--- config.mk ---
export PLATFORM = sky130hd
export DESIGN_NAME = retry_budget_start
export DESIGN_NICKNAME = d
export VERILOG_FILES = /design/src/rtl/retry_pkg.sv /design/src/rtl/retry_entry_table.sv /design/src/rtl/retry_budget_start.sv
export SDC_FILE = /design/constraint.sdc
export NUM_CORES = 1
export LEC_CHECK = 0
export ABC_CLOCK_PERIOD_IN_PS = 2850
export CORE_MARGIN = 2
export CORE_UTILIZATION = 50
export CTS_BUF_LIST = sky130_fd_sc_hd__clkbuf_8
export CTS_CLUSTER_DIAMETER = 200
export CTS_CLUSTER_SIZE = 25
export DETAILED_ROUTE_END_ITERATION = 6
export PLACE_DENSITY = 0.72
export SKIP_CTS_REPAIR_TIMING = 1
export SLEW_MARGIN = 20
export SYNTH_ARGS = -nofsm -noshare
export SYNTH_HDL_FRONTEND = slang
export SYNTH_HIERARCHICAL = 1
export SYNTH_SLANG_ARGS = --single-unit
--- constraint.sdc ---
create_clock -name clk_i -period 2.85 [get_ports clk_i]
set_input_delay 0.855 -clock clk_i [delete_from_list [all_inputs] [get_ports clk_i]]
set_output_delay 0.855 -clock clk_i [all_outputs]
set_load 0.05 [all_outputs]
--- src/rtl/retry_pkg.sv ---
// Shared types and helpers for the retry_budget_start slice.
package retry_pkg;

  typedef enum logic {
    FREE     = 1'b0,
    INFLIGHT = 1'b1
  } entry_state_e;

  typedef enum logic {
    IDLE    = 1'b0,
    PENDING = 1'b1
  } pending_state_e;

  // Bits needed for a per-entry counter that runs 0..max_retries.
  function automatic int retry_cnt_width(input int max_retries);
    return (max_retries < 1) ? 1 : $clog2(max_retries + 1);
  endfunction

endpackage

--- src/rtl/retry_entry_table.sv ---
// Storage for in-flight items: payload, FREE/INFLIGHT state and a retry
// counter per ID. One write port (new item), one counter increment port
// (retry issued), two free ports (done and budget exhaustion) and
// combinational read ports for payload and retry count.
module retry_entry_table
  import retry_pkg::*;
#(
  parameter type         DataType = logic,
  parameter int unsigned ID_SIZE  = 4,
  parameter int unsigned CNT_W    = 2
) (
  input  logic                    clk_i,
  input  logic                    rst_i,
  input  logic                    wr_en,
  input  logic [ID_SIZE-1:0]      wr_id,
  input  DataType                 wr_data,
  input  logic                    inc_en,
  input  logic [ID_SIZE-1:0]      inc_id,
  input  logic                    free_a_en,
  input  logic [ID_SIZE-1:0]      free_a_id,
  input  logic                    free_b_en,
  input  logic [ID_SIZE-1:0]      free_b_id,
  input  logic [ID_SIZE-1:0]      rd_id,
  output DataType                 rd_data,
  input  logic [ID_SIZE-1:0]      cnt_id,
  output logic [CNT_W-1:0]        rd_cnt,
  output logic [(2**ID_SIZE)-1:0] inflight
);

  localparam int DEPTH = 2 ** ID_SIZE;

  DataType          data_q  [DEPTH];
  entry_state_e     state_q [DEPTH];
  logic [CNT_W-1:0] cnt_q   [DEPTH];

  // Payload capture; contents of FREE entries are don't-care, so no reset.
  always_ff @(posedge clk_i) begin
    if (wr_en) data_q[wr_id] <= wr_data;
  end

  // Entry lifecycle; a write only targets a FREE entry and a free only an INFLIGHT one.
  always_ff @(posedge clk_i or posedge rst_i) begin
    if (rst_i) begin
      for (int i = 0; i < DEPTH; i++) state_q[i] <= FREE;
    end else begin
      for (int i = 0; i < DEPTH; i++) begin
        if (wr_en && wr_id == ID_SIZE'(i)) state_q[i] <= INFLIGHT;
        if (free_a_en && free_a_id == ID_SIZE'(i)) state_q[i] <= FREE;
        if (free_b_en && free_b_id == ID_SIZE'(i)) state_q[i] <= FREE;
      end
    end
  end

  // Retry counters: cleared on a fresh item, bumped each time it is re-issued.
  always_ff @(posedge clk_i or posedge rst_i) begin
    if (rst_i) begin
      for (int i = 0; i < DEPTH; i++) cnt_q[i] <= '0;
    end else begin
      for (int i = 0; i < DEPTH; i++) begin
        if (wr_en && wr_id == ID_SIZE'(i)) cnt_q[i] <= '0;
        else if (inc_en && inc_id == ID_SIZE'(i)) cnt_q[i] <= cnt_q[i] + CNT_W'(1);
      end
    end
  end

  // Flattened occupancy so the top can look up several IDs at once.
  always_comb begin
    inflight = '0;
    for (int i = 0; i < DEPTH; i++) inflight[i] = (state_q[i] == INFLIGHT);
  end

  assign rd_data = data_q[rd_id];
  assign rd_cnt  = cnt_q[cnt_id];

endmodule

--- src/rtl/retry_budget_start.sv ---
// Retry source for the time-DMR retry loop. Tags accepted items with an
// ID, keeps a copy until done, re-issues on failure until the per-item
// retry budget is spent, then drops and reports the item.
// Optional statistics counters: define RETRY_BUDGET_START_STATS_EN.
module retry_budget_start
  import retry_pkg::*;
#(
  parameter type         DataType   = logic,
  parameter int unsigned ID_SIZE    = 4,
  parameter int unsigned MaxRetries = 3,
  parameter int unsigned CntWidth   = 16
) (
  input  logic                clk_i,
  input  logic                rst_i,
  input  DataType             data_i,
  input  logic                valid_i,
  output logic                ready_o,
  output DataType             data_o,
  output logic [ID_SIZE-1:0]  id_o,
  output logic                valid_o,
  input  logic                ready_i,
  input  logic [ID_SIZE-1:0]  failed_id_i,
  input  logic                failed_valid_i,
  output logic                failed_ready_o,
  input  logic [ID_SIZE-1:0]  done_id_i,
  input  logic                done_valid_i,
  output logic                exhausted_o,
  output logic [ID_SIZE-1:0]  exhausted_id_o,
  output logic [CntWidth-1:0] retry_cnt_o,
  output logic [CntWidth-1:0] drop_cnt_o
);

  localparam int unsigned       RC_W       = retry_cnt_width(MaxRetries);
  localparam logic [RC_W-1:0]   RC_MAX     = RC_W'(MaxRetries);
  localparam logic              ST_IDLE    = IDLE;
  localparam logic              ST_PENDING = PENDING;

  logic                    pending_q;
  logic [ID_SIZE-1:0]      pending_id_q;
  logic [ID_SIZE-1:0]      next_id_q;
  logic [(2**ID_SIZE)-1:0] inflight;
  DataType                 rd_data;
  logic [RC_W-1:0]         fail_cnt;

  logic slot_load;
  logic accept;
  logic done_hit;
  logic pend_live;
  logic issue_retry;
  logic fail_acc;
  logic fail_clash;
  logic fail_exhaust;
  logic fail_retry;

  assign slot_load      = !valid_o || ready_i;
  assign ready_o        = slot_load && (pending_q == ST_IDLE) && !inflight[next_id_q];
  assign failed_ready_o = (pending_q == ST_IDLE) || slot_load;
  assign accept         = valid_i && ready_o;
  assign done_hit       = done_valid_i && inflight[done_id_i];

  // A pending retry is only worth issuing if its entry is still alive this cycle.
  assign pend_live   = inflight[pending_id_q] && !(done_valid_i && done_id_i == pending_id_q);
  assign issue_retry = slot_load && (pending_q == ST_PENDING) && pend_live;

  assign fail_acc     = failed_valid_i && failed_ready_o;
  assign fail_clash   = fail_acc && done_valid_i && (done_id_i == failed_id_i);
  assign fail_exhaust = fail_acc && !fail_clash && inflight[failed_id_i] && (fail_cnt == RC_MAX);
  assign fail_retry   = fail_acc && !fail_clash && inflight[failed_id_i] && (fail_cnt != RC_MAX);

  retry_entry_table #(
    .DataType (DataType),
    .ID_SIZE  (ID_SIZE),
    .CNT_W    (RC_W)
  ) u_table (
    .clk_i     (clk_i),
    .rst_i     (rst_i),
    .wr_en     (accept),
    .wr_id     (next_id_q),
    .wr_data   (data_i),
    .inc_en    (issue_retry),
    .inc_id    (pending_id_q),
    .free_a_en (done_hit),
    .free_a_id (done_id_i),
    .free_b_en (fail_exhaust),
    .free_b_id (failed_id_i),
    .rd_id     (pending_id_q),
    .rd_data   (rd_data),
    .cnt_id    (failed_id_i),
    .rd_cnt    (fail_cnt),
    .inflight  (inflight)
  );

  // Pending-retry register: a new failure can be latched while the old one leaves.
  always_ff @(posedge clk_i or posedge rst_i) begin
    if (rst_i) begin
      pending_q    <= ST_IDLE;
      pending_id_q <= '0;
    end else if (fail_retry) begin
      pending_q    <= ST_PENDING;
      pending_id_q <= failed_id_i;
    end else if (slot_load && pending_q == ST_PENDING) begin
      pending_q    <= ST_IDLE;
    end
  end

  // ID allocator walks IDs in order so the table fills and drains round-robin.
  always_ff @(posedge clk_i or posedge rst_i) begin
    if (rst_i) next_id_q <= '0;
    else if (accept) next_id_q <= next_id_q + 1'b1;
  end

  // Output register: retries beat new data; content frozen while stalled.
  always_ff @(posedge clk_i or posedge rst_i) begin
    if (rst_i) begin
      valid_o <= 1'b0;
      data_o  <= '0;
      id_o    <= '0;
    end else if (slot_load) begin
      if (issue_retry) begin
        valid_o <= 1'b1;
        data_o  <= rd_data;
        id_o    <= pending_id_q;
      end else if (accept) begin
        valid_o <= 1'b1;
        data_o  <= data_i;
        id_o    <= next_id_q;
      end else begin
        valid_o <= 1'b0;
      end
    end
  end

  // Drop report: one-cycle pulse, ID held until the next drop.
  always_ff @(posedge clk_i or posedge rst_i) begin
    if (rst_i) begin
      exhausted_o    <= 1'b0;
      exhausted_id_o <= '0;
    end else begin
      exhausted_o <= fail_exhaust;
      if (fail_exhaust) exhausted_id_o <= failed_id_i;
    end
  end

`ifdef RETRY_BUDGET_START_STATS_EN
  logic [CntWidth-1:0] retry_cnt_q;
  logic [CntWidth-1:0] drop_cnt_q;
  logic                drop_event;

  // Spurious reports (entry already FREE) are lumped in with budget drops.
  assign drop_event = (fail_acc && !fail_clash && !inflight[failed_id_i]) || fail_exhaust;

  // Saturating statistics counters.
  always_ff @(posedge clk_i or posedge rst_i) begin
    if (rst_i) begin
      retry_cnt_q <= '0;
      drop_cnt_q  <= '0;
    end else begin
      if (issue_retry && retry_cnt_q != '1) retry_cnt_q <= retry_cnt_q + 1'b1;
      if (drop_event && drop_cnt_q != '1) drop_cnt_q <= drop_cnt_q + 1'b1;
    end
  end

  assign retry_cnt_o = retry_cnt_q;
  assign drop_cnt_o  = drop_cnt_q;
`else
  assign retry_cnt_o = '0;
  assign drop_cnt_o  = '0;
`endif

endmodule
# Word-level counts from Yosys, hierarchy flattened
# Memories as Yosys holds them, arrays and structs flattened.
# Cells that the tools add are included.
# classes
order_cmp,5
reduce_logical,124
addsub,17
eq_ne,64
n_bitwise,2
muxes,100
# ops
op,count
$eq 4x4->1 const B,32
$logic_and 1x1->1,79
$mux 2,34
$eq 4x3->1 const B,16
$mux 1,59
$reduce_bool 3->1,16
$reduce_bool 2->1,18
$add 2x1->2 const B,16
$eq 4x2->1 const B,8
$lt 4x5->1 const B,4
$bmux 1 s4,4
$eq 4x1->1 const B,4
$logic_not 4->1,4
$bmux 2 s4,1
$eq 4x4->1,2
$mux 4,2
$ge 5x5->1 const B,1
$not 4->5,1
$add 4x1->4 const B,1
$logic_not 1->1,4
$eq 2x2->1 const B,1
$logic_or 1x1->1,2
$ne 2x2->1 const B,1
$reduce_and 2->1,1
$not 1->1,1
# word_totals
in_bits,15
ramBits,16
word_cells,353
output_inout_bits,45
memories,1
regBits,68
# mem_list
name,words,width,read_ports,rd_clocked_by_memory_dff,write_ports,line_no,rtl
u_table.data_q,16,1,1,0,1,retry_entry_table.sv:32,DataType data_q [DEPTH];

# Logic depth before layout (Yosys ltp)
# Gate-level depths: netlist of the first run.
# logic_depth
ltp_word,12
depth_mapped,10
depth_no_buf,8

# Modules after synthesis
# Netlist of the first run, hierarchy kept.
# by_module_without_submodules
mod,seq_area_each_um2,instances,area_per_inst_um2,cells_each
retry_entry_table,1681.6,1,3298.2,304
retry_budget_start,500.5,1,1814.2,163

# Least setup slack after synthesis of the first run
# Ideal clock, no wire load.
# synth_path
path_kind,flip-flop to output port
start,reg next_id_q[0]
end,out ready_o
arrival_time_ns,2.893
stages_incl_launch_ff,7
path_buffers,2
slack_ns,-0.898
required_time_ns,1.995
cell_sequence,dfrtp_1 > buf_2 > mux4_2 > nand2_1 > a21oi_1 > clkbuf_1 > nor4_1
# synth_between
elab_chain_len,4
# synth_lines
item,line_no,rtl
from (decl),retry_budget_start.sv:40,logic [ID_SIZE-1:0] next_id_q;
from (signal assigned),retry_budget_start.sv:109,else if (accept) next_id_q <= next_id_q + 1'b1;
$bmux 1 s4,retry_budget_start.sv:56,assign ready_o = slot_load && (pending_q == ST_IDLE) && !inflight[next_id_q];
$mux 1 (implied by the code),retry_budget_start.sv:56,
$logic_not 1->1,retry_budget_start.sv:56,
$logic_and 1x1->1,retry_budget_start.sv:56,
to (decl),retry_budget_start.sv:17,"output logic ready_o,"
# Every way passes these cells. The select of a mux whose other input is x is not followed.

# Worst setup path in the final report of the first run
# Ends and elaborated chain as after synthesis.

==> results.cfg, run 1 <==
[run_status]
outcome = finished with violations
violations = negative setup slack

[grt]
gr-total-overflow = 0
antenna_found_initial = 0
grt_start_max_net_pins = 49
grt_pass1_wl_um = 22200
grt_pass1_vias = 4080
grtUsageTotal_pct = 26.1

[die]
die_h_um = 105
die_w_um = 105
die_area_mm2 = 0.0110
start_util_pct = 51.8
io_pins = 60
num_rows = 36
core_area_mm2 = 0.00986

[sta]
hold_viol = 0
setup_slack_ns = -0.137
worst_pin_slew_ns = 0.628
drv_slew = 0
setup-tns-final_ns = -0.137
clock_skew_ns = 0.0113
maxSlewHeadroom_pct = 58.1
setup_viol_count_final = 1
max_freq_mhz = 335
grt_setup_unrepaired = true
min_period_ns = 2.99
post-route-period-util_pct = 105

[synth]
yosys-top-cells-count = 68 x dfrtp_1, 42 x a21oi_1, 33 x buf_4
ys_types = 59
async_flop_share_pct = 81.0
synth_area_leaders = dfrtp_1 33%, mux4_2 12%, edfxtp_1 9.4%, buf_4 4.8%, a21oi_1 4.1%
synth-seq-cells = 84
synthCells = 467
netlist_area_mm2 = 0.00511
synth_area_leader_cell = dfrtp_1
synth-edff-count = 16
syn_area_per_cell_um2 = 10.9
yosysTopAreaCellShare_pct = 33.3
yosys_warnings = 6
yosysMostFrequentCell = dfrtp_1
synth_ff_type = dfrtp_1
ys_seq_area_share_pct = 42.7

[setup_path]
crit_fanout = 6
setup.worst_path.end_class = primary output
critPathRequiredTime_ns = 2.00
slowest_stage = mux4_2
path_class = flip-flop to primary output
crit_path_start_kind = flip-flop
max_stage_delay_ns = 0.56
cp_num_buf_inv = 2
path_cells = mux4_2 -> nand2_2 -> a21oi_4 -> buf_6 -> nor4_4 -> buf_12
path_delay_family = multiplexers
critical_path_arrival_ns = 2.13

[placed_design]
place_ws_ns = -0.669
place_hpwl_um = 10300
dpl_cell_area_mm2 = 0.00593
gp_congestion = 0.955
port_buffers = 27

[drt]
ant_nets = 0
drt_iter0_drc = 352
vias = 4227
firstDrtPassIters = 6
drc = 0
viasPerCell = 6.04
routed_wl_um = 14000
wl_per_cell_um = 20.0

[layout]
stdcell_area_mm2 = 0.00625
drive_gt1_share_pct = 29.3
multi_input_area_mm2 = 0.00273
area_growth_pct = 22.2
num_antenna_cells = 0
final-seq-area_mm2 = 0.00218
fin_nets = 578
fill_cells = 774

[clocking]
clk_latency_ns = 0.36
cts_max_path_buffers = 2
cts_made_buffers = 9
cts.sinks = 84
cts.reportedPaths.clkPinSlew_ns = 0.08
cts-root-buf = clkbuf_8
cts_max_level = 3
cts_tree = done

[power_and_ir_drop]
power_density_mw_per_mm2 = 903
power.total_uw = 5640
power.leakage_uw = 0.00259
irDropWorstVdd_v = 0.000760

[job]
drv_cap = 0

[min_path]
hp-class = flip-flop to flip-flop
-- through the flow --
| step | util, % | std cells | hold WS [ns] |
|---|---|---|---|
| after floorplan | - | 498 | 0.506 |
| after global placement | 60.2 | 678 | 0.497 |
| after detailed placement | 60.2 | 678 | 0.490 |
| after CTS | 61.8 | 694 | 0.524 |
| after global routing | 63.3 | 700 | 0.550 |
| final | 63.3 | 700 | 0.533 |
-- power by group --
part / switching [uW] / internal (uW)
clock: 421 / 307
sequential: 397 / 1540
combinational: 1590 / 1390
-- registers in the layout (all words and copies together), names as in the netlist, 4 cells and up --
register and count:
id_o 4, exhausted_id_o 4, next_id_q 4, u_table/inflight 16, u_table/cnt_q 32, pending_id_q 4
u_table/data_q 16
-- worst paths after layout --
| check | start | end | slack [ns] | cells past startpoint |
|---|---|---|---|---|
| min in group asynchronous | rst_i | next_id_q[1] | 0.88 | 3 |
| max reg2reg | next_id_q[0] | u_table/inflight[0] | 0 | 10 |
| max in group asynchronous | rst_i | u_table/inflight[5] | 1.42 | 3 |
| max | next_id_q[0] | ready_o | -0.14 | 6 |
| min | exhausted_id_o[1] | exhausted_id_o[1] | 0.53 | 1 |
| min reg2reg | exhausted_id_o[1] | exhausted_id_o[1] | 0.53 | 1 |
-- logic make-up (layout without fill, tap and decap cells) --
group	after synthesis	in the layout	synth area share, %
AO/OA/AOI/OAI	117	117	14.8
multiplexers	44	44	16.7
flip-flops	84	84	42.7
other	1	32	0.0734
XOR/XNOR	11	11	1.88
AND/OR/NAND/NOR	133	134	15.2
adder cells (fa/ha/maj)	1	1	0.245
buffers and inverters	76	144	8.39
-- area by class of cell --
class | instances | share of cell area (%)
timing repair buffer | 106 | 14.8
clock buffer | 9 | 1.98
inverter | 22 | 1.32
tap | 133 | 2.66
multi-input combinational | 339 | 43.7
sequential | 84 | 35.0
clock inverter | 7 | 0.621
-- routing by layer --
| metal | track usage [%] | vias up | share of wire [%] |
|---|---|---|---|
| met2 | 39.6 | 202 | 47 |
| met1 | 37.9 | 2105 | 44 |
| met5 | 0 | - | 0 |
| li1 | - | 1900 | - |
| met4 | 8.29 | 0 | 1.6 |
| met3 | 5.24 | 20 | 7.6 |
-- cells in the final DEF, fill, tap and decap left out, types with 4 or more instances in the layout --
master | synthesis | final
nor2b_1 | 10 | 10
or4_1 | 12 | 12
conb_1 | 1 | 32
mux2_1 | 4 | 4
mux4_2 | 27 | 27
nor2_2 | 0 | 7
a21oi_1 | 42 | 40
dfrtp_1 | 68 | 66
buf_6 | 2 | 4
o21ai_0 | 25 | 25
a22oi_1 | 8 | 7
nor3_1 | 5 | 4
nand3_1 | 18 | 17
nand2_1 | 14 | 12
nor2_1 | 24 | 17
clkbuf_8 | 0 | 9
o21a_1 | 7 | 7
edfxtp_1 | 16 | 16
xnor2_1 | 11 | 11
or3_1 | 17 | 17
inv_1 | 21 | 22
buf_4 | 33 | 73
nor3b_1 | 4 | 4
clkdlybuf4s50_1 | 0 | 22
mux2i_1 | 4 | 4
buf_12 | 0 | 4
nand3b_1 | 4 | 4
o31ai_1 | 13 | 12
nand2b_1 | 6 | 6
mux2_4 | 4 | 4
inv_2 | 1 | 4
and3b_1 | 4 | 4
Note: power is estimated with default switching activity, not from simulation.
==> run 2, diff against run 1 <==
- SKIP_CTS_REPAIR_TIMING: 1 -> unset
==> results.cfg, run 2 (synthesis gave the netlist of run 1 again) <==
[run_status]
outcome = finished with violations
violations = negative setup slack

[layout]
largest_reg_flops = 32
final_common_cell = buf_4
fin_nets = 578
area_growth_pct = 22.9
num_antenna_cells = 0
drive_gt1_share_pct = 30.0
fill_cells = 771
largest_register = u_table/cnt_q
final_cell_mix = 73 x buf_4, 66 x dfrtp_1, 41 x a21oi_1

[power_and_ir_drop]
power.leakage_uw = 0.00259
combPwrFrac_pct = 53.0
sequentialPowerShare_pct = 34.1
pwr-share-clk_pct = 12.9
p_int_uw = 3240
swShare_pct = 42.4
p_switching_uw = 2390
power_density_mw_per_mm2 = 897
irDropWorstVdd_v = 0.000689

[clocking]
clk_latency_ns = 0.36
cts_max_path_buffers = 2
cts.reportedPaths.clkPinSlew_ns = 0.08
cts_max_level = 3
ctsHoldBuffers = 0
cts-root-buf = clkbuf_8
cts_tree = done
cts_made_buffers = 9
cts.sinks = 84

[placed_design]
place_hpwl_um = 10300
place_ws_ns = -0.669
port_buffers = 27
gp_congestion = 0.955

[job]
drv_cap = 0

[die]
die_area_mm2 = 0.0110
io_pins = 60
die_w_um = 105
die_h_um = 105
num_rows = 36
core_area_mm2 = 0.00986
start_util_pct = 51.8

[sta]
max_freq_mhz = 344
setup_viol_count_final = 4
hold_viol = 0
min_period_ns = 2.90
worst_pin_slew_ns = 0.624
holdWs_ns = 0.523
maxSlewHeadroom_pct = 58.4
grt_setup_unrepaired = true
post-route-period-util_pct = 102
clock_skew_ns = 0.00813
setup_slack_ns = -0.0530
drv_slew = 0

[setup_path]
critPathRequiredTime_ns = 2.00
crit_path_start_kind = flip-flop
crit_fanout = 4
setup.worst_path.end_class = primary output
critical_path_arrival_ns = 2.05
path_class = flip-flop to primary output

[drt]
ant_nets = 0
firstDrtPassIters = 5
drt_iter0_drc = 278
viasPerCell = 6.05
drc = 0
wl_per_cell_um = 19.7
vias = 4233
routed_wl_um = 13800

[grt]
grt_pass1_vias = 4124
grt_pass1_wl_um = 22400
gr-total-overflow = 0
grt_start_max_net_pins = 49
grtUsageTotal_pct = 26.4
antenna_found_initial = 0

[min_path]
hp-class = flip-flop to flip-flop
-- run 2: cell count changes in the layout (fill, tap and decap cells not counted), moves of 2 or more --
cell,before,now
nor2_4,0,3
nor3_2,1,4
a221oi_1,3,5
nor3_1,4,1
nor2_2,7,10
a221oi_2,3,1
nor2_1,17,11
-- run 2: routing by layer --
layer,global-route usage [%],vias up,wire [um]
met5,0,-,0
met4,8.95,0,236
met3,4.62,18,949
met2,40.7,190,6580
met1,37.8,2127,6010
li1,-,1898,-
-- run 2: power groups by stage --
stage	registers (uW)	logic [uW]	clock network, uW
after CTS	1910	2890	748
final	1920	2990	726
after global placement	1920	2670	0
after floorplan	1980	1710	0
after global routing	1970	3200	799
after detailed placement	1940	2740	0
-- run 2: metrics by stage --
| stage | std cells | area [um^2] | setup TNS [ns] | power (uW) | utilization [%] |
|---|---|---|---|---|---|
| after floorplan | 498 | 5250 | -0.0244 | 3690 | - |
| after global placement | 678 | 5930 | -21.11 | 4590 | 60.2 |
| after detailed placement | 678 | 5930 | -24.02 | 4670 | 60.2 |
| after CTS | 700 | 6200 | -0.0535 | 5540 | 62.9 |
| after global routing | 700 | 6280 | -1.23 | 5970 | 63.7 |
| final | 700 | 6280 | -0.112 | 5630 | 63.7 |
-- run 2: area by class of cell --
type | instances | area (um^2) | area share [%]
multi-input cells | 338 | 2740 | 43.6
repair buffers | 107 | 948 | 15.1
clock buffers | 9 | 124 | 1.97
inverters | 22 | 82.6 | 1.31
well taps | 133 | 166 | 2.65
clock inverters | 7 | 38.8 | 0.617
flip-flops and latches | 84 | 2180 | 34.8
-- run 2: final timing paths --
| path | slack, ns | end | from | cells after the start |
|---|---|---|---|---|
| setup / recovery | -0.05 | ready_o | next_id_q[0] | 6 |
| hold / removal | 0.52 | exhausted_id_o[0] | exhausted_id_o[0] | 1 |
| setup reg to reg | -0.03 | u_table/inflight[0] | next_id_q[0] | 10 |
| hold reg to reg | 0.52 | exhausted_id_o[0] | exhausted_id_o[0] | 1 |
| max in group asynchronous | 1.43 | u_table/inflight[1] | rst_i | 3 |
| min in group asynchronous | 0.88 | next_id_q[1] | rst_i | 3 |
-- run 2: repair_timing --
action	in CTS	in global routing
endpoints found under the hold margin	0	0
setup buffers	7	0
resized for setup	19	23
setup endpoints to repair	35	46
pin swaps	4	2
-- run 2: worst max-delay path, cell delays in order, from the launching register on --
cell and delay (ns):
dfrtp_2 0.45, buf_12 0.13, mux4_2 0.53, nor2_4 0.16, nor3_2 0.07, nor4_4 0.19, buf_12 0.18
==> RTL edit 1: new RTL, settings of run 1 <==
`CntWidth`: 16 -> 14.
--- a/src/rtl/retry_budget_start.sv
+++ b/src/rtl/retry_budget_start.sv
@@ -8,7 +8,7 @@
   parameter type         DataType   = logic,
   parameter int unsigned ID_SIZE    = 4,
   parameter int unsigned MaxRetries = 3,
-  parameter int unsigned CntWidth   = 16
+  parameter int unsigned CntWidth   = 14
 ) (
   input  logic                clk_i,
   input  logic                rst_i,
Ports: changed (resized drop_cnt_o and retry_cnt_o); port bits go from 60 to 56. No check against the original RTL was run, so the function may have changed too.
==> RTL edit 1 against run 1 <==
The run still ends with negative setup slack left; count of clock-buffer cells in the layout increased by 1; power hardly changed; non-clock buffer count grew 1; sequential cell count did not move; combinational power decreased by 3%; worst setup slack worse by 0.085 ns; register-to-register slack about the same; cell area fell by 0.18%; die area down 0.56%; synthesized area is 0.59% lower; via count rose by 1.7%; routed wire length rose by 1.6%; clock power up 10%; synthesized cell count decreased by 0.86%; highest routed layer unchanged.
==> RTL edit 1: results (changes against run 1) <==
[min_path]
hold_path_class = reg -> reg

[global_route]
grt_pass1_vias = 4350  ; +6.6%
grt_max_degree = 26  ; -47%
grt_usage_pct = 27.0  ; +0.84 points
antenna_found_initial = 0  ; unchanged
grt_pass1_wl_um = 22900  ; +3.2%

[clocking]
clock_latency_ns = 0.37
cts_root_buf = clkbuf_8
cts_buffers = 9  ; unchanged
htree_levels = 3  ; unchanged
clockBufferDepth = 2  ; unchanged

[drt]
via_per_inst = 6.18  ; +2.3%
wl_per_cell_um = 20.4  ; +2.2%
first_pass_iters = 5  ; -1
ant_nets = 0  ; unchanged
drtIter0Drc = 345  ; -2.0%

[setup_path]
timing.reg2reg.worst_path_depth = 10  ; unchanged
r2r_end = u_table/cnt_q[31]
r2r_slack_ns = 0  ; unchanged
worstPathArrival_ns = 2.22  ; +0.09 ns
slowest_stage = mux4_2
critPathMaxStageDelay_ns = 0.58  ; +0.02 ns
crit_end = ready_o
cp_max_fo = 6  ; unchanged
path_delay_family = multiplexers

[sta]
setup_violations = 1  ; unchanged
worst_pin_slew_ns = 0.564  ; -0.0645 ns
setup_ws_ns = -0.222  ; -0.0851 ns
fin_skew_ns = 0.0124  ; +0.00110 ns

[final_layout]
top_register = u_table/cnt_q
final_nets = 574  ; -0.69%
diodes = 0  ; unchanged
largest_register_ffs = 32  ; unchanged
final_cells = 696  ; -0.57%
drive_gt1_share_pct = 29.7  ; +0.39 points

[yosys]
synth-seq-area-share_pct = 42.9  ; +0.25 points
synth.distinct_cells = 59  ; unchanged
synth_area_leaders = dfrtp_1 (33%), mux4_2 (12%), edfxtp_1 (9.5%), buf_4 (4.3%), a21oi_1 (4.1%)
yosys-top-cells-count = dfrtp_1 (68), a21oi_1 (42), buf_4 (29)
yosysWarnings = 6  ; unchanged
async_reset_ff_share_pct = 81.0  ; unchanged
syn_avg_cell_area_um2 = 11.0  ; +0.27%
synth_flop_cell = dfrtp_1
synth_edf_count = 16  ; unchanged

[placed_design]
place.detailed.hpwl_um = 10600  ; +2.8%
port_buffers = 27  ; unchanged
placed_area_um2 = 5910  ; -0.34%
gp_congestion = 0.938  ; -1.7%
placed_cells = 675  ; -0.44%

[outcome]
status = finished, violations left
violations = negative setup slack

[power]
power.leakage_nw = 2.59  ; about the same
ir_drop_v = 0.000625  ; -18%
sw_frac_of_total_pct = 42.5  ; -0.091 points

[job]
drv_cap = 0  ; unchanged

## RTL edit 1: how the worst min path moves through the flow
stage / start / endpoint / slack, ns / cells past startpoint
after floorplan: u_table/inflight[7] / u_table/inflight[7] / 0.51 / 1
after global placement: exhausted_id_o[2] / exhausted_id_o[2] / 0.50 / 1
after detailed placement: exhausted_id_o[1] / exhausted_id_o[1] / 0.50 / 1
after CTS: exhausted_id_o[1] / exhausted_id_o[1] / 0.52 / 1
after global routing: exhausted_id_o[0] / exhausted_id_o[0] / 0.55 / 1
final: exhausted_id_o[1] / exhausted_id_o[1] / 0.51 / 1
## RTL edit 1: worst register-to-register path, cell delays in order, from the launching register on
cell and delay, ns:
dfrtp_2 0.47, buf_4 0.16, mux4_2 0.51, nor2_2 0.11
o311ai_1 0.14, or2_2 0.32, inv_2 0.06, or3b_2 0.51
nor3_2 0.20, buf_4 0.18, a21oi_1 0.06
## RTL edit 1: power groups by stage
stage          sequential, mW  clock [mW]  combinational [mW]
2_1_floorplan            1.98           0                1.69
4_1_cts                  1.93       0.824                2.71
3_5_place_dp             1.96           0                2.70
3_3_place_gp             1.94           0                2.63
5_1_grt                  1.99       0.873                3.09
6_report                 1.95       0.801                2.89
## RTL edit 1: kinds of logic after synthesis
kind of cell | synth area share, %
other cells | 0.0738
mux | 16.8
fa+ha+maj | 0.246
flops | 42.9
compound gates | 14.9
xor+xnor | 1.90
simple gates | 15.3
buf+inv | 7.85
## RTL edit 1: cell type report
type | instances | area, µm²
sequential | 84 | 2180
tap | 133 | 166
fill | 795 | 3580
timing repair buffer | 107 | 917
clock buffer | 10 | 138
inverter | 22 | 82.6
multi-input combinational | 334 | 2700
clock inverter | 6 | 45.0
## RTL edit 1: routing by layer
metal | wire [µm] | GRT usage, %
met1 | 5760 | 35.8
met2 | 6740 | 42.3
met5 | 0 | 0
met3 | 1260 | 7.05
met4 | 461 | 10.9
## RTL edit 1: through the flow
step                      setup WS, ns  hold slack, ns  setup TNS [ns]  util [%]  power [mW]
after floorplan                -0.0244           0.506         -0.0244         -        3.67
after global placement          -0.631           0.498          -23.58      60.2        4.57
after detailed placement        -0.696           0.503          -26.08      60.2        4.66
after CTS                       -0.394           0.522           -6.39      62.1        5.47
after global routing            -0.279           0.546           -4.16      63.5        5.96
final                           -0.222           0.515          -0.222      63.5        5.64
==> RTL edit 2: new RTL, settings of run 1 <==
Made on the original files. Register the output `failed_ready_o`, without a reset; this adds one clock of latency there. The other outputs are not delayed to match.
--- a/src/rtl/retry_budget_start.sv
+++ b/src/rtl/retry_budget_start.sv
@@ -35,6 +35,8 @@
   localparam logic              ST_IDLE    = IDLE;
   localparam logic              ST_PENDING = PENDING;
 
+  logic failed_ready_d;
+
   logic                    pending_q;
   logic [ID_SIZE-1:0]      pending_id_q;
   logic [ID_SIZE-1:0]      next_id_q;
@@ -54,7 +56,7 @@
 
   assign slot_load      = !valid_o || ready_i;
   assign ready_o        = slot_load && (pending_q == ST_IDLE) && !inflight[next_id_q];
-  assign failed_ready_o = (pending_q == ST_IDLE) || slot_load;
+  assign failed_ready_d = (pending_q == ST_IDLE) || slot_load;
   assign accept         = valid_i && ready_o;
   assign done_hit       = done_valid_i && inflight[done_id_i];
 
@@ -62,7 +64,7 @@
   assign pend_live   = inflight[pending_id_q] && !(done_valid_i && done_id_i == pending_id_q);
   assign issue_retry = slot_load && (pending_q == ST_PENDING) && pend_live;
 
-  assign fail_acc     = failed_valid_i && failed_ready_o;
+  assign fail_acc     = failed_valid_i && failed_ready_d;
   assign fail_clash   = fail_acc && done_valid_i && (done_id_i == failed_id_i);
   assign fail_exhaust = fail_acc && !fail_clash && inflight[failed_id_i] && (fail_cnt == RC_MAX);
   assign fail_retry   = fail_acc && !fail_clash && inflight[failed_id_i] && (fail_cnt != RC_MAX);
@@ -167,4 +169,8 @@
   assign drop_cnt_o  = '0;
 `endif
 
+  always_ff @(posedge clk_i) begin
+    failed_ready_o <= failed_ready_d;
+  end
+
 endmodule
Behaviour: not the same (Yosys sat finds a counterexample within 4 cycles, from zero or initial values and one cycle with rst_i high).
==> RTL edit 2 against run 1 <==
The run still ends with negative setup slack left; worst hold slack worse by 0.019 ns; sequential cell count is 1 higher; worst setup slack got worse by 0.072 ns; synthesized area rose by 0.39%; routed wire length shrank 1.2%; die area is 0.38% higher; power grew 0.36%; cell area decreased by 0.32%; highest routed layer unchanged.
==> RTL edit 2: results (changes against run 1) <==
[outcome]
status = finished, violations left
violations = negative setup slack

[global_route]
grt_pass1_wl_um = 22200  ; +0.16%
grt_max_degree = 27  ; -45%
grt_pass1_vias = 4189  ; +2.7%
grt_usage_pct = 26.3  ; +0.18 points
antenna_found_initial = 0  ; unchanged

[sta]
worst_pin_slew_ns = 0.551  ; -0.0771 ns
setup_violations = 28  ; +27
fin_skew_ns = 0.0149  ; +0.00363 ns
hold_ws_ns = 0.513  ; -0.0195 ns
setup_ws_ns = -0.209  ; -0.0718 ns
setup_tns_ns = -1.21  ; -1.07 ns

[setup_path]
critPathMaxStageDelay_ns = 0.55
r2r_slack_ns = -0.08  ; -0.08 ns
slowest_stage = a2111oi_0
path_delay_family = compound AO/OA/AOI/OAI gates
worstPathArrival_ns = 2.20  ; +0.07 ns
r2r_start = next_id_q[1]
timing.reg2reg.worst_path_depth = 10  ; unchanged
cp_max_fo = 8  ; +2

[yosys]
synth_area_leaders = dfrtp_1 (33%), mux4_2 (12%), edfxtp_1 (9.4%), buf_4 (4.8%), a21oi_1 (4.1%)
synth.distinct_cells = 60  ; +1.7%
syn_inst = 468  ; +0.21%
yosysWarnings = 6  ; unchanged
synth-seq-area-share_pct = 42.9  ; +0.22 points
async_reset_ff_share_pct = 80.0  ; -0.95 points

[placed_design]
placed_area_um2 = 5940  ; +0.17%
place.detailed.hpwl_um = 10300  ; about the same
post-place-ws_ns = -0.661  ; +0.00730 ns
placed_cells = 679  ; +0.15%
gp_congestion = 0.921  ; -3.5%

[drt]
wl_per_cell_um = 19.8  ; -1.1%
drtIter0Drc = 299  ; -15%
via_per_inst = 6.07  ; +0.59%
first_pass_iters = 5  ; -1

[power]
ir_drop_v = 0.000759  ; -0.14%
sw_frac_of_total_pct = 41.7  ; -0.97 points
power.leakage_nw = 2.59  ; -0.10%

[final_layout]
top_register = u_table/cnt_q
drive_gt1_share_pct = 26.7  ; -2.6 points
final_nets = 577  ; -0.17%
diodes = 0  ; unchanged
nFillCells = 798  ; +3.1%
final_cells = 699  ; -0.14%

[min_path]
hold_depth = 1  ; unchanged
hold_path_class = reg -> reg

[clocking]
clockBufferDepth = 2  ; unchanged
clock_latency_ns = 0.38  ; +0.02 ns
cts_buffers = 9  ; unchanged

## RTL edit 2: how the worst max path moves through the flow
stage                               from              endpoint  slack, ns  depth (start not counted)
after global routing        next_id_q[0]               ready_o      -0.29                          6
after floorplan             next_id_q[0]               ready_o      -0.02                          6
after CTS                   next_id_q[0]               ready_o      -0.35                          6
after detailed placement  failed_id_i[0]  u_table/inflight[10]      -0.66                          8
after global placement    failed_id_i[0]  u_table/inflight[15]      -0.58                          9
final                       next_id_q[1]               ready_o      -0.21                          6
## RTL edit 2: area by class of cell
| type | count | area, µm² | area share, % |
|---|---|---|---|
| multi-input cells | 338 | 2670 | 42.8 |
| flip-flops and latches | 85 | 2200 | 35.4 |
| repair buffers | 105 | 908 | 14.6 |
| well taps | 133 | 166 | 2.67 |
| clock buffers | 10 | 138 | 2.21 |
| inverters | 22 | 82.6 | 1.33 |
| clock inverters | 6 | 63.8 | 1.02 |
## RTL edit 2: logic make-up after synthesis
logic type / synth area share, %
and+or+nand+nor: 15.1
other: 0.0731
AOI/OAI and AO/OA: 14.7
DFF: 42.9
muxes: 16.7
xor gates and xnor gates: 1.88
buffers and inverters: 8.36
adders and majority gates: 0.244
## RTL edit 2: power groups by stage
stage | sequential (mW) | combinational, mW | clock [mW]
after floorplan | 2.00 | 1.70 | 0
after global placement | 1.97 | 2.60 | 0
after detailed placement | 1.99 | 2.67 | 0
after CTS | 1.97 | 2.68 | 0.903
after global routing | 2.03 | 3.00 | 0.939
final | 1.99 | 2.79 | 0.879
## RTL edit 2: routing by layer
layer / wire, µm / GRT usage, % / part of all wire, % / vias up
met1: 5730 / 36.3 / 41 / 2086
met3: 1170 / 4.58 / 8.5 / 34
met2: 6530 / 41.5 / 47 / 224
met4: 402 / 10.3 / 2.9 / 0
met5: 0 / 0 / 0 / -
li1: - / - / - / 1902
